[src/rtl/mem_ctrl_pkg.sv]
// Shared definitions for the memory controller: request size codes, FSM states, zero constants.
// Latency: none (definitions only).
// Backpressure: none (definitions only).
package mem_ctrl_pkg;

    // Request size encodings carried on mem_sel_i
    localparam logic [1:0] MEM_NOP  = 2'd0;
    localparam logic [1:0] MEM_BYTE = 2'd1;
    localparam logic [1:0] MEM_HALF = 2'd2;
    localparam logic [1:0] MEM_WORD = 2'd3;

    typedef enum logic [1:0] {
        ST_IDLE  = 2'd0,
        ST_READ  = 2'd1,
        ST_WRITE = 2'd2,
        ST_DONE  = 2'd3
    } state_t;

    localparam logic [31:0] ZeroWord = 32'h0000_0000;
    localparam logic [7:0]  ZeroByte = 8'h00;

    // Number of bytes moved for a size code (0 for NOP)
    function automatic logic [2:0] size_bytes(input logic [1:0] sel);
        case (sel)
            MEM_BYTE: return 3'd1;
            MEM_HALF: return 3'd2;
            MEM_WORD: return 3'd4;
            default:  return 3'd0;
        endcase
    endfunction

endpackage

[src/rtl/mem_ctrl_load_ext.sv]
// Load extension: picks BYTE/HALF/WORD from four little-endian bytes and sign/zero extends.
// Latency: combinational. Backpressure: none.
// Ports: sel (size code), sign (extend enable), data (bytes, [0] = lowest address), result.
module load_ext
    import mem_ctrl_pkg::*;
(
    input  logic [1:0]      sel,
    input  logic            sign,
    input  logic [3:0][7:0] data,
    output logic [31:0]     result
);

    always_comb begin
        result = ZeroWord;
        case (sel)
            MEM_BYTE: result = {{24{sign & data[0][7]}}, data[0]};
            MEM_HALF: result = {{16{sign & data[1][7]}}, data[1], data[0]};
            MEM_WORD: result = data;
            default:  result = ZeroWord;
        endcase
    end

endmodule

[src/rtl/mem_ctrl.sv]
// Memory responder: arbitrates IF fetches and MEM loads/stores onto an 8-bit synchronous RAM, one byte per cycle.
// Latency (accept edge to done visible): loads N+1 cycles (2/3/5), stores N cycles (1/2/4); one DONE cycle follows.
// Backpressure: requesters hold a level req until their done pulse; nothing is accepted outside IDLE, MEM wins ties.
// Ports: clk/rst (sync, active-high); if_* fetch side; mem_* load/store side; ram_* byte-wide RAM port.
module mem_ctrl
    import mem_ctrl_pkg::*;
#(
    parameter int ADDR_W = 17
) (
    input  logic              clk,
    input  logic              rst,
    input  logic              if_req_i,
    input  logic [31:0]       if_addr_i,
    output logic              if_done_o,
    output logic [31:0]       if_inst_o,
    input  logic              mem_req_i,
    input  logic              mem_we_i,
    input  logic [1:0]        mem_sel_i,
    input  logic              mem_sign_i,
    input  logic [31:0]       mem_addr_i,
    input  logic [31:0]       mem_wdata_i,
    output logic              mem_done_o,
    output logic [31:0]       mem_rdata_o,
    input  logic [7:0]        ram_din_i,
    output logic [7:0]        ram_dout_o,
    output logic [ADDR_W-1:0] ram_a_o,
    output logic              ram_wr_o
);

    state_t            state;
    logic [ADDR_W-1:0] addr;
    logic [1:0]        sel;
    logic              we;
    logic              sign;
    logic              from_if;
    logic [3:0][7:0]   wdata;
    logic [2:0]        cnt;      // edges since acceptance, minus one
    logic [3:0][7:0]   rbytes;

    logic              mem_go;
    logic              if_go;
    logic [ADDR_W-1:0] acc_addr;
    logic [2:0]        len;
    logic [2:0]        nxt;
    logic [ADDR_W-1:0] nxt_addr;
    logic [1:0]        cap_idx;
    logic [3:0][7:0]   ext_bytes;
    logic [31:0]       ext_word;
    logic              unused_bits;

    assign mem_go   = mem_req_i && (mem_sel_i != MEM_NOP);
    assign if_go    = if_req_i && !mem_go;
    assign acc_addr = mem_go ? mem_addr_i[ADDR_W-1:0] : if_addr_i[ADDR_W-1:0];
    assign len      = size_bytes(sel);
    assign nxt      = cnt + 3'd1;
    // Wraps naturally modulo 2^ADDR_W
    assign nxt_addr = addr + ADDR_W'(nxt);
    // Byte arriving on ram_din_i this cycle belongs to position cnt-1
    assign cap_idx  = cnt[1:0] - 2'd1;

    // Upper request address bits are dropped; wdata byte 0 goes out straight from the input at accept.
    assign unused_bits = ^{if_addr_i[31:ADDR_W], mem_addr_i[31:ADDR_W], wdata[0]};

    // The final byte is used straight off the RAM port so the result lands on the same edge it arrives.
    always_comb begin
        ext_bytes          = rbytes;
        ext_bytes[cap_idx] = ram_din_i;
    end

    load_ext u_load_ext (
        .sel    (sel),
        .sign   (sign),
        .data   (ext_bytes),
        .result (ext_word)
    );

    always_ff @(posedge clk) begin
        if (rst) begin
            state       <= ST_IDLE;
            addr        <= '0;
            sel         <= MEM_NOP;
            we          <= 1'b0;
            sign        <= 1'b0;
            from_if     <= 1'b0;
            wdata       <= ZeroWord;
            cnt         <= 3'd0;
            rbytes      <= ZeroWord;
            if_done_o   <= 1'b0;
            if_inst_o   <= ZeroWord;
            mem_done_o  <= 1'b0;
            mem_rdata_o <= ZeroWord;
            ram_dout_o  <= ZeroByte;
            ram_a_o     <= '0;
            ram_wr_o    <= 1'b0;
        end else begin
            case (state)
                ST_IDLE: begin
                    if (mem_go || if_go) begin
                        from_if <= if_go;
                        we      <= mem_go && mem_we_i;
                        sel     <= mem_go ? mem_sel_i : MEM_WORD;
                        sign    <= mem_go && mem_sign_i;
                        addr    <= acc_addr;
                        wdata   <= mem_wdata_i;
                        cnt     <= 3'd0;
                        // First byte address goes out on the accept edge itself
                        ram_a_o <= acc_addr;
                        if (mem_go && mem_we_i) begin
                            ram_dout_o <= mem_wdata_i[7:0];
                            ram_wr_o   <= 1'b1;
                            state      <= ST_WRITE;
                        end else begin
                            state <= ST_READ;
                        end
                    end
                end

                ST_READ: begin
                    cnt <= nxt;
                    if (nxt < len) begin
                        ram_a_o <= nxt_addr;
                    end
                    if ((cnt != 3'd0) && (cnt < len)) begin
                        rbytes[cap_idx] <= ram_din_i;
                    end
                    if (cnt == len) begin
                        ram_a_o <= '0;
                        if (from_if) begin
                            if_inst_o <= ext_word;
                            if_done_o <= 1'b1;
                        end else begin
                            mem_rdata_o <= ext_word;
                            mem_done_o  <= 1'b1;
                        end
                        state <= ST_DONE;
                    end
                end

                ST_WRITE: begin
                    cnt <= nxt;
                    if (nxt < len) begin
                        ram_a_o    <= nxt_addr;
                        ram_dout_o <= wdata[nxt[1:0]];
                        ram_wr_o   <= 1'b1;
                    end else begin
                        ram_a_o    <= '0;
                        ram_dout_o <= ZeroByte;
                        ram_wr_o   <= 1'b0;
                        mem_done_o <= 1'b1;
                        state      <= ST_DONE;
                    end
                end

                ST_DONE: begin
                    // Single-cycle pulse; requests are not looked at until IDLE
                    if_done_o  <= 1'b0;
                    mem_done_o <= 1'b0;
                    state      <= ST_IDLE;
                end

                default: state <= ST_IDLE;
            endcase
        end
    end

endmodule

[config.mk]
export PLATFORM = sky130hd
export DESIGN_NAME = mem_ctrl
export DESIGN_NICKNAME = d
export VERILOG_FILES = /design/src/rtl/mem_ctrl_pkg.sv /design/src/rtl/mem_ctrl_load_ext.sv /design/src/rtl/mem_ctrl.sv
export SDC_FILE = /design/constraint.sdc
export NUM_CORES = 1
export LEC_CHECK = 0
export ABC_CLOCK_PERIOD_IN_PS = 6100
export CORE_MARGIN = 3
export CORE_UTILIZATION = 40
export DETAILED_ROUTE_END_ITERATION = 8
export GPL_TIMING_DRIVEN = 0
export PLACE_DENSITY = 0.67
export SKIP_CTS_REPAIR_TIMING = 1
export SYNTH_ARGS = -nofsm -noshare
export SYNTH_HDL_FRONTEND = slang
export SYNTH_SLANG_ARGS = --single-unit
export TNS_END_PERCENT = 100
[constraint.sdc]
create_clock -name clk -period 6.1 [get_ports clk]
set_input_delay 0.61 -clock clk [delete_from_list [all_inputs] [get_ports clk]]
set_output_delay 0.61 -clock clk [all_outputs]
set_load 0.01 [all_outputs]
==> summary.md, run 1 <==
| Metric | Value |
|---|---|
| Commonest non-fill, non-tap cell in the layout | `dfxtp_1` |
| Synthesis-to-layout area growth | `33.0%` |
| Pwr dens | `approximately 440 mW/mm^2` |
| Core Util, Final | `0.550` |
| GR peak layer | `met2` |
| RSZ-0062 raised after global routing | `false` |
| Avg Vias per Cell | `between 5 and 6` |
| Antenna violations before repair | `2` |
| Max Freq | `286 MHz` |
| Hpwl dp | `roughly 18000 um` |
| Net Sw Frac | `0.369` |
| Worst setup SP type | `flip-flop` |
| Detailed Route WL | `roughly 24000 um` |
| Post-synthesis mux area share | `0.107` |
| Final instance area | `about 0.011 sq mm` |
| Sw power | `between 1500 and 2000 uW` |
| Clock Root Buffer | `clkbuf_16` |
| Post-synth EDFFs | `0` |
| Worst-path clk slew | `approximately 0.060 ns` |
| Clock Latency Late Sink | `0.43 ns` |
| I/O pin cnt | `between 200 and 250` |
| Int Pwr | `approximately 3000 uW` |
| Chip Height | `149 um` |
| Compound-Gate Fraction of Synth Area | `0.169` |
| Core ar. | `0.0198 sq mm` |
| Comb power frac | `0.407` |
| Simple-gate share of the synthesized area | `0.191` |
| Largest family of logic cells by synthesized area | `simple AND/OR/NAND/NOR gates` |
| Clock net sink count | `182` |
| Vias in the first global route | `7105` |
| Largest net degree at the start of global routing | `17` |
| Final TNS setup | `0 ns` |
| CTS Buffer Depth | `2` |
| Slew @ Worst Pin | `0.717 ns` |
| Final worst-path cycle share | `0.574` |
| Max Slew Vio Count | `0` |
| Max Cap Violations | `0` |
| First-pass GRT wire length | `roughly 38000 um` |
| Cell area after synthesis | `between 0.008 and 0.009 sq mm` |
| Crit-path slowest cell | `a32oi_1` |
| Cell count after synthesis | `943` |
| Status | `completed` |
| Post-synthesis sequential area ratio | `0.446` |
| Clock network power share | `0.251` |
| Sequential Power Share | `0.343` |
| Hold WC Path Type | `flip-flop to flip-flop` |
| Peak supply drop | `255 uV` |
| Initial DRC Count | `approximately 390` |
| Wire length per cell | `between 15 and 20 um` |
| Crit-path most repeated cell | `ha_1` |
| Initial core utilization | `0.413` |
| Final-report setup violation count | `0` |
| Initial DRT Pass Iterations | `5` |
| Ys flop type | `dfxtp_1` |
| CP Max Fanout | `10` |
| Crit path capture type | `flip-flop` |
| Setup Slack @ Placement | `~2.7 ns` |
| CP Data Required Time | `6.40 ns` |
| Final Hold Vio Count | `0` |
| Most frequent cells in the layout | `dfxtp_1, nor2_1, clkdlybuf4s50_1, nand2_1, a211oi_1` |
| Critical path buffers and inverters | `2` |
| Nets | `between 1000 and 1500` |
| IO Port Bufs | `approximately 170` |
| Placed cell areas | `roughly 0.010 sq mm` |
| Setup ws final | `~2.6 ns` |
| Routing usage on met2 | `0.317` |
| Asr flop ratio synth | `0` |
| Adder-cell area share of the yosys netlist | `0.0300` |
| Die Area | `approximately 0.022 sq mm` |
| LEAKAGE | `around 0.0040 uW` |
| Critical-path cell list | `ha_1 > buf_1 > xor2_1 > ha_1 > nand3b_1 > a32oi_1 > nor2_1 > buf_4 > a211oi_1 > nor3_1` |
| Post-Layout Cell Count | `~1400` |
| Max stage delay on crit path | `~0.52 ns` |
| Yosys reg bits | `between 150 and 200` |
| H-tree levels | `4` |
| Fin crit period | `3.50 ns` |
| Cts bufs inserted | `17` |
| Placer congestion estimate | `around 0.9` |
| GR Layer Usage met1 | `0.311` |
| Worst EP arrival | `~3.8 ns` |
| CTS tree | `built` |
| Rel. slew slack | `0.522` |
| GRT Util Overall | `0.216` |
| Synth cell types | `between 50 and 60` |
| DR DRC count | `0` |
| Cells after DPL | `roughly 1400` |
| GR Overflow Total | `0` |
| Share of cells above drive strength 1 | `0.0872` |
| GR Util met3 | `0.0425` |
| Synth Area in XOR/XNOR | `0.0161` |
| Syn avg cell area | `8.67 sq um` |
| Detailed-route via count | `about 7400` |
| Ys Warns | `0` |
| Routed Antenna Nets | `0` |
| Largest delay share family, worst path | `compound AO/OA/AOI/OAI gates` |
| Clk_skew | `0.00716 ns` |
| Die width | `149 um` |
| Cell row count | `51` |
| WS Path Type | `flip-flop to flip-flop` |
| Mapped Nets | `1074` |
metal layers:
metal  wire, um  part of all wire  vias up
met1      11300              0.47     3398
met3       1540             0.064       48
li1           -                 -     3689
met4        693             0.029        2
met5         13           0.00054        -
met2      10500              0.44      254
flip-flops by register name, summed over array words and instances (netlist names):
name	cells
if_inst_o	32
mem_rdata_o	32
rbytes	32
wdata	32
addr	17
ram_a_o	17
ram_dout_o	8
cnt	3
sel	2
state	2
from_if	1
if_done_o	1
mem_done_o	1
ram_wr_o	1
sign	1
power by group through the flow:
stage / Combinational [uW] / Sequential, uW / Clock (uW)
6_report: 1940 / 1630 / 1200
5_1_grt: 2150 / 1670 / 1250
4_1_cts: 1940 / 1630 / 1200
3_5_place_dp: 1930 / 1660 / 0
3_3_place_gp: 1900 / 1650 / 0
2_1_floorplan: 1160 / 1680 / 0
synth_stat cells, types with 5 or more instances:
cell / n / area share
a211oi_1: 93 / 0.085
o21ai_0: 6 / 0.0037
nor3_1: 35 / 0.021
nand2_1: 111 / 0.051
clkbuf_1: 42 / 0.019
mux4_2: 8 / 0.022
a21oi_2: 10 / 0.011
buf_1: 5 / 0.0023
inv_1: 8 / 0.0037
nor2_1: 176 / 0.081
mux2i_1: 41 / 0.050
mux2_2: 24 / 0.033
nor4_1: 5 / 0.0038
buf_2: 15 / 0.0092
nor2b_1: 13 / 0.0099
a21oi_1: 79 / 0.048
xor2_1: 13 / 0.014
nand3_1: 12 / 0.0073
dfxtp_1: 182 / 0.45
ha_1: 18 / 0.028
metrics by stage:
stage	hold slack [ns]	total power (uW)
after floorplan	0.433	2840
after global placement	0.440	3560
after detailed placement	0.445	3580
after CTS	0.454	4780
after global routing	0.469	5070
final	0.453	4770
worst min-delay path, delay by kind of cell, from the launching register on:
family / cells / cell delay, ns
flip-flops: 1 / 0.31
AND/OR/NAND/NOR: 1 / 0.05
AO/OA/AOI/OAI: 1 / 0.05
path summary, 6_finish.rpt:
kind | to | depth (start not counted) | slack, ns | start
worst min register to register | mem_rdata_o[1]$_SDFFE_PP0P_ | 2 | 0.45 | mem_rdata_o[1]$_SDFFE_PP0P_
worst max register to register | ram_a_o[6]$_SDFFE_PP0P_ | 10 | 2.60 | cnt[1]$_SDFFE_PP0P_
worst min-delay path | mem_rdata_o[1]$_SDFFE_PP0P_ | 2 | 0.45 | mem_rdata_o[1]$_SDFFE_PP0P_
worst max-delay path | ram_a_o[6]$_SDFFE_PP0P_ | 10 | 2.60 | cnt[1]$_SDFFE_PP0P_
kinds of logic (layout without fill, tap and decap cells):
family,count (synthesis),in the layout
buf+inv,77,281
compound gates,207,207
mux,74,74
simple gates,369,369
xor+xnor,15,15
flops,182,182
fa+ha+maj,19,19
other cells,0,1
final cells by class:
type                       instances  area, sq um
clock inverter                    10          166
clock buffer                      22          474
antenna                            1         2.50
timing repair buffer             172         1720
buffer                            68          305
sequential                       182         3640
tap                              265          332
inverter                           9         33.8
multi-input combinational        684         4200
fill                            1885         8910
No activity file was read; power rests on OpenSTA's default activity.
==> run 2: changes to the inputs <==
--- a/config.mk
+++ b/config.mk
@@ -5,12 +5,12 @@
 export SDC_FILE = /design/constraint.sdc
 export NUM_CORES = 1
 export LEC_CHECK = 0
-export ABC_CLOCK_PERIOD_IN_PS = 6100
+export ABC_CLOCK_PERIOD_IN_PS = 3200
 export CORE_MARGIN = 3
 export CORE_UTILIZATION = 40
 export DETAILED_ROUTE_END_ITERATION = 8
 export GPL_TIMING_DRIVEN = 0
-export PLACE_DENSITY = 0.67
+export PLACE_DENSITY = 0.7
 export SKIP_CTS_REPAIR_TIMING = 1
 export SYNTH_ARGS = -nofsm -noshare
 export SYNTH_HDL_FRONTEND = slang
==> constraint.sdc (replaced) <==
create_clock -name clk -period 3.2 [get_ports clk]
set_input_delay 0.32 -clock clk [delete_from_list [all_inputs] [get_ports clk]]
set_output_delay 0.32 -clock clk [all_outputs]
set_load 0.01 [all_outputs]
==> summary.md, run 2 (synthesized netlist as in run 1, its figures left out) <==
| Metric | Value |
|---|---|
| Hpwl dp | `~18000 um` |
| Worst Setup SP | `cnt[0]$_SDFFE_PP0P_` |
| Post-Layout Cell Count | `1412` |
| Cts bufs inserted | `17` |
| Pwr dens | `roughly 840 mW/mm^2` |
| Vias in the first global route | `7137` |
| Cell row count | `51` |
| Placer congestion estimate | `around 0.9` |
| CTS Buffer Depth | `2` |
| Initial DRT Pass Iterations | `5` |
| Wire length per cell | `17.3 um` |
| Fin crit period | `between 3 and 4 ns` |
| Largest delay share family, worst path | `buffers and inverters` |
| First-pass GRT wire length | `about 38000 um` |
| Max stage delay on crit path | `about 0.42 ns` |
| Crit path capture type | `flip-flop` |
| Final Hold Vio Count | `0` |
| Slew @ Worst Pin | `0.742 ns` |
| Core Util, Final | `0.552` |
| Die Area | `between 0.02 and 0.025 sq mm` |
| DR DRC count | `0` |
| Avg Vias per Cell | `around 5.3` |
| Status | `completed` |
| Worst setup SP type | `flip-flop` |
| Largest net degree at the start of global routing | `18` |
| Clock net sink count | `roughly 180` |
| Reg2reg start | `cnt[0]$_SDFFE_PP0P_` |
| Detailed Route WL | `24400 um` |
| Worst-path clk slew | `around 0.07 ns` |
| Clock Latency Late Sink | `~0.44 ns` |
| Clk_skew | `0.00686 ns` |
| Detailed-route via count | `7454` |
| Sequential Power Share | `0.340` |
| LEAKAGE | `between 0.004 and 0.005 uW` |
| Peak supply drop | `461 uV` |
| Critical path buffers and inverters | `4` |
| Crit-path slowest cell | `dfxtp_1` |
| Chip Height | `~150 um` |
| I/O pin cnt | `approximately 200` |
| Initial DRC Count | `around 530` |
| Fillers | `roughly 1800` |
| Critical-path cell list | `buf_6 > inv_1 > ha_2 > ha_1 > nand3b_1 > nand2_1 > a311o_1 > buf_2 > buf_4 > a211oi_1 > nor3_1` |
| GRT Util Overall | `0.218` |
| WS Path Type | `flip-flop to flip-flop` |
| Final worst-path cycle share | `0.961` |
| Core ar. | `between 0.015 and 0.02 sq mm` |
| R2r setup slk | `approximately 0.13 ns` |
| Clock Root Buffer | `clkbuf_16` |
| Routed Antenna Nets | `0` |
| Max Cap Violations | `0` |
| RSZ-0062 raised after global routing | `false` |
| Max Slew Vio Count | `0` |
| Net Sw Frac | `0.381` |
| Die width | `149 um` |
| Rel. slew slack | `0.502` |
| Int Pwr | `5660 uW` |
| Max Freq | `around 330 MHz` |
| Commonest non-fill, non-tap cell in the layout | `dfxtp_1` |
| CTS tree | `built` |
| Share of cells above drive strength 1 | `0.0995` |
| Synthesis-to-layout area growth | `33.5%` |
| Hold Crit Start | `mem_wdata_i[28]` |
| Final-report setup violation count | `0` |
| Worst EP arrival | `between 3 and 4 ns` |
| CP Data Required Time | `around 3.5 ns` |
| Initial core utilization | `0.413` |
| Sw power | `between 3000 and 4000 uW` |
| Antenna violations before repair | `0` |
| Most frequent cells in the layout | `dfxtp_1, nor2_1, clkdlybuf4s50_1, nand2_1, a211oi_1` |
| CP Max Fanout | `10` |
| IO Port Bufs | `172` |
| Cells after DPL | `between 1000 and 1500` |
| Clock network power share | `0.242` |
| H-tree levels | `4` |
| Hold WC Path Type | `input port to flip-flop` |
| Nets | `~1300` |
| GR Overflow Total | `0` |
| Comb power frac | `0.418` |
run 2: changes by cell type in the layout (fill, tap and decap cells not counted), sizes merged:
| cell | before | now |
|---|---|---|
| inv | 11 | 15 |
| bufinv | 4 | 3 |
| clkbuf | 65 | 64 |
| buf | 25 | 21 |
| clkinv | 2 | 3 |
run 2: path summary, 6_finish.rpt:
kind	end	cells past startpoint
max	ram_a_o[9]$_SDFFE_PP0P_	11
min	wdata[28]$_SDFFE_PP0P_	3
max reg2reg	ram_a_o[9]$_SDFFE_PP0P_	11
min reg2reg	wdata[15]$_SDFFE_PP0P_	2
run 2: through the flow:
stage,worst slack [ns],instance area [sq um],total power (uW),hold WS [ns],setup TNS (ns)
after floorplan,0.500,8180,5420,0.433,0
after global placement,-0.167,10200,6770,0.440,-1.45
after detailed placement,-0.175,10200,6830,0.448,-2.34
after CTS,-0.236,10800,9050,0.423,-3.80
after global routing,0.0194,10900,9680,0.454,0
final,0.126,10900,9140,0.433,0
run 2: layer usage:
metal | track usage | vias up | part of all wire
met1 | 0.311 | 3499 | 0.46
met3 | 0.0352 | 35 | 0.059
met5 | 0 | - | 0
li1 | - | 3675 | -
met4 | 0.0746 | 0 | 0.022
met2 | 0.335 | 245 | 0.46
run 2: worst register-to-register path: cells and delay by family (launching register included):
kind / cells / cell delay [ns]
buffers and inverters: 4 / 0.75
adder cells (fa/ha/maj): 2 / 0.69
AO/OA/AOI/OAI: 2 / 0.66
AND/OR/NAND/NOR: 3 / 0.42
flip-flops: 1 / 0.42
run 2: power by group through the flow:
stage	sequential [uW]	clock, uW	combinational, uW
final	3110	2210	3820
after global routing	3170	2320	4190
after CTS	3110	2230	3710
after detailed placement	3150	0	3680
after global placement	3140	0	3630
after floorplan	3210	0	2210
run 2: final cells by class:
type	count	area [sq um]	area share
Clock inverter	14	189	0.0173
Clock buffer	18	429	0.0393
Timing Repair Buffer	172	1720	0.158
Tap cell	265	332	0.0304
Inverter	9	33.8	0.00309
Sequential cell	182	3640	0.334
Multi-Input combinational cell	684	4250	0.389
Buffer	67	317	0.0290
Antenna cell	1	2.50	0.000229
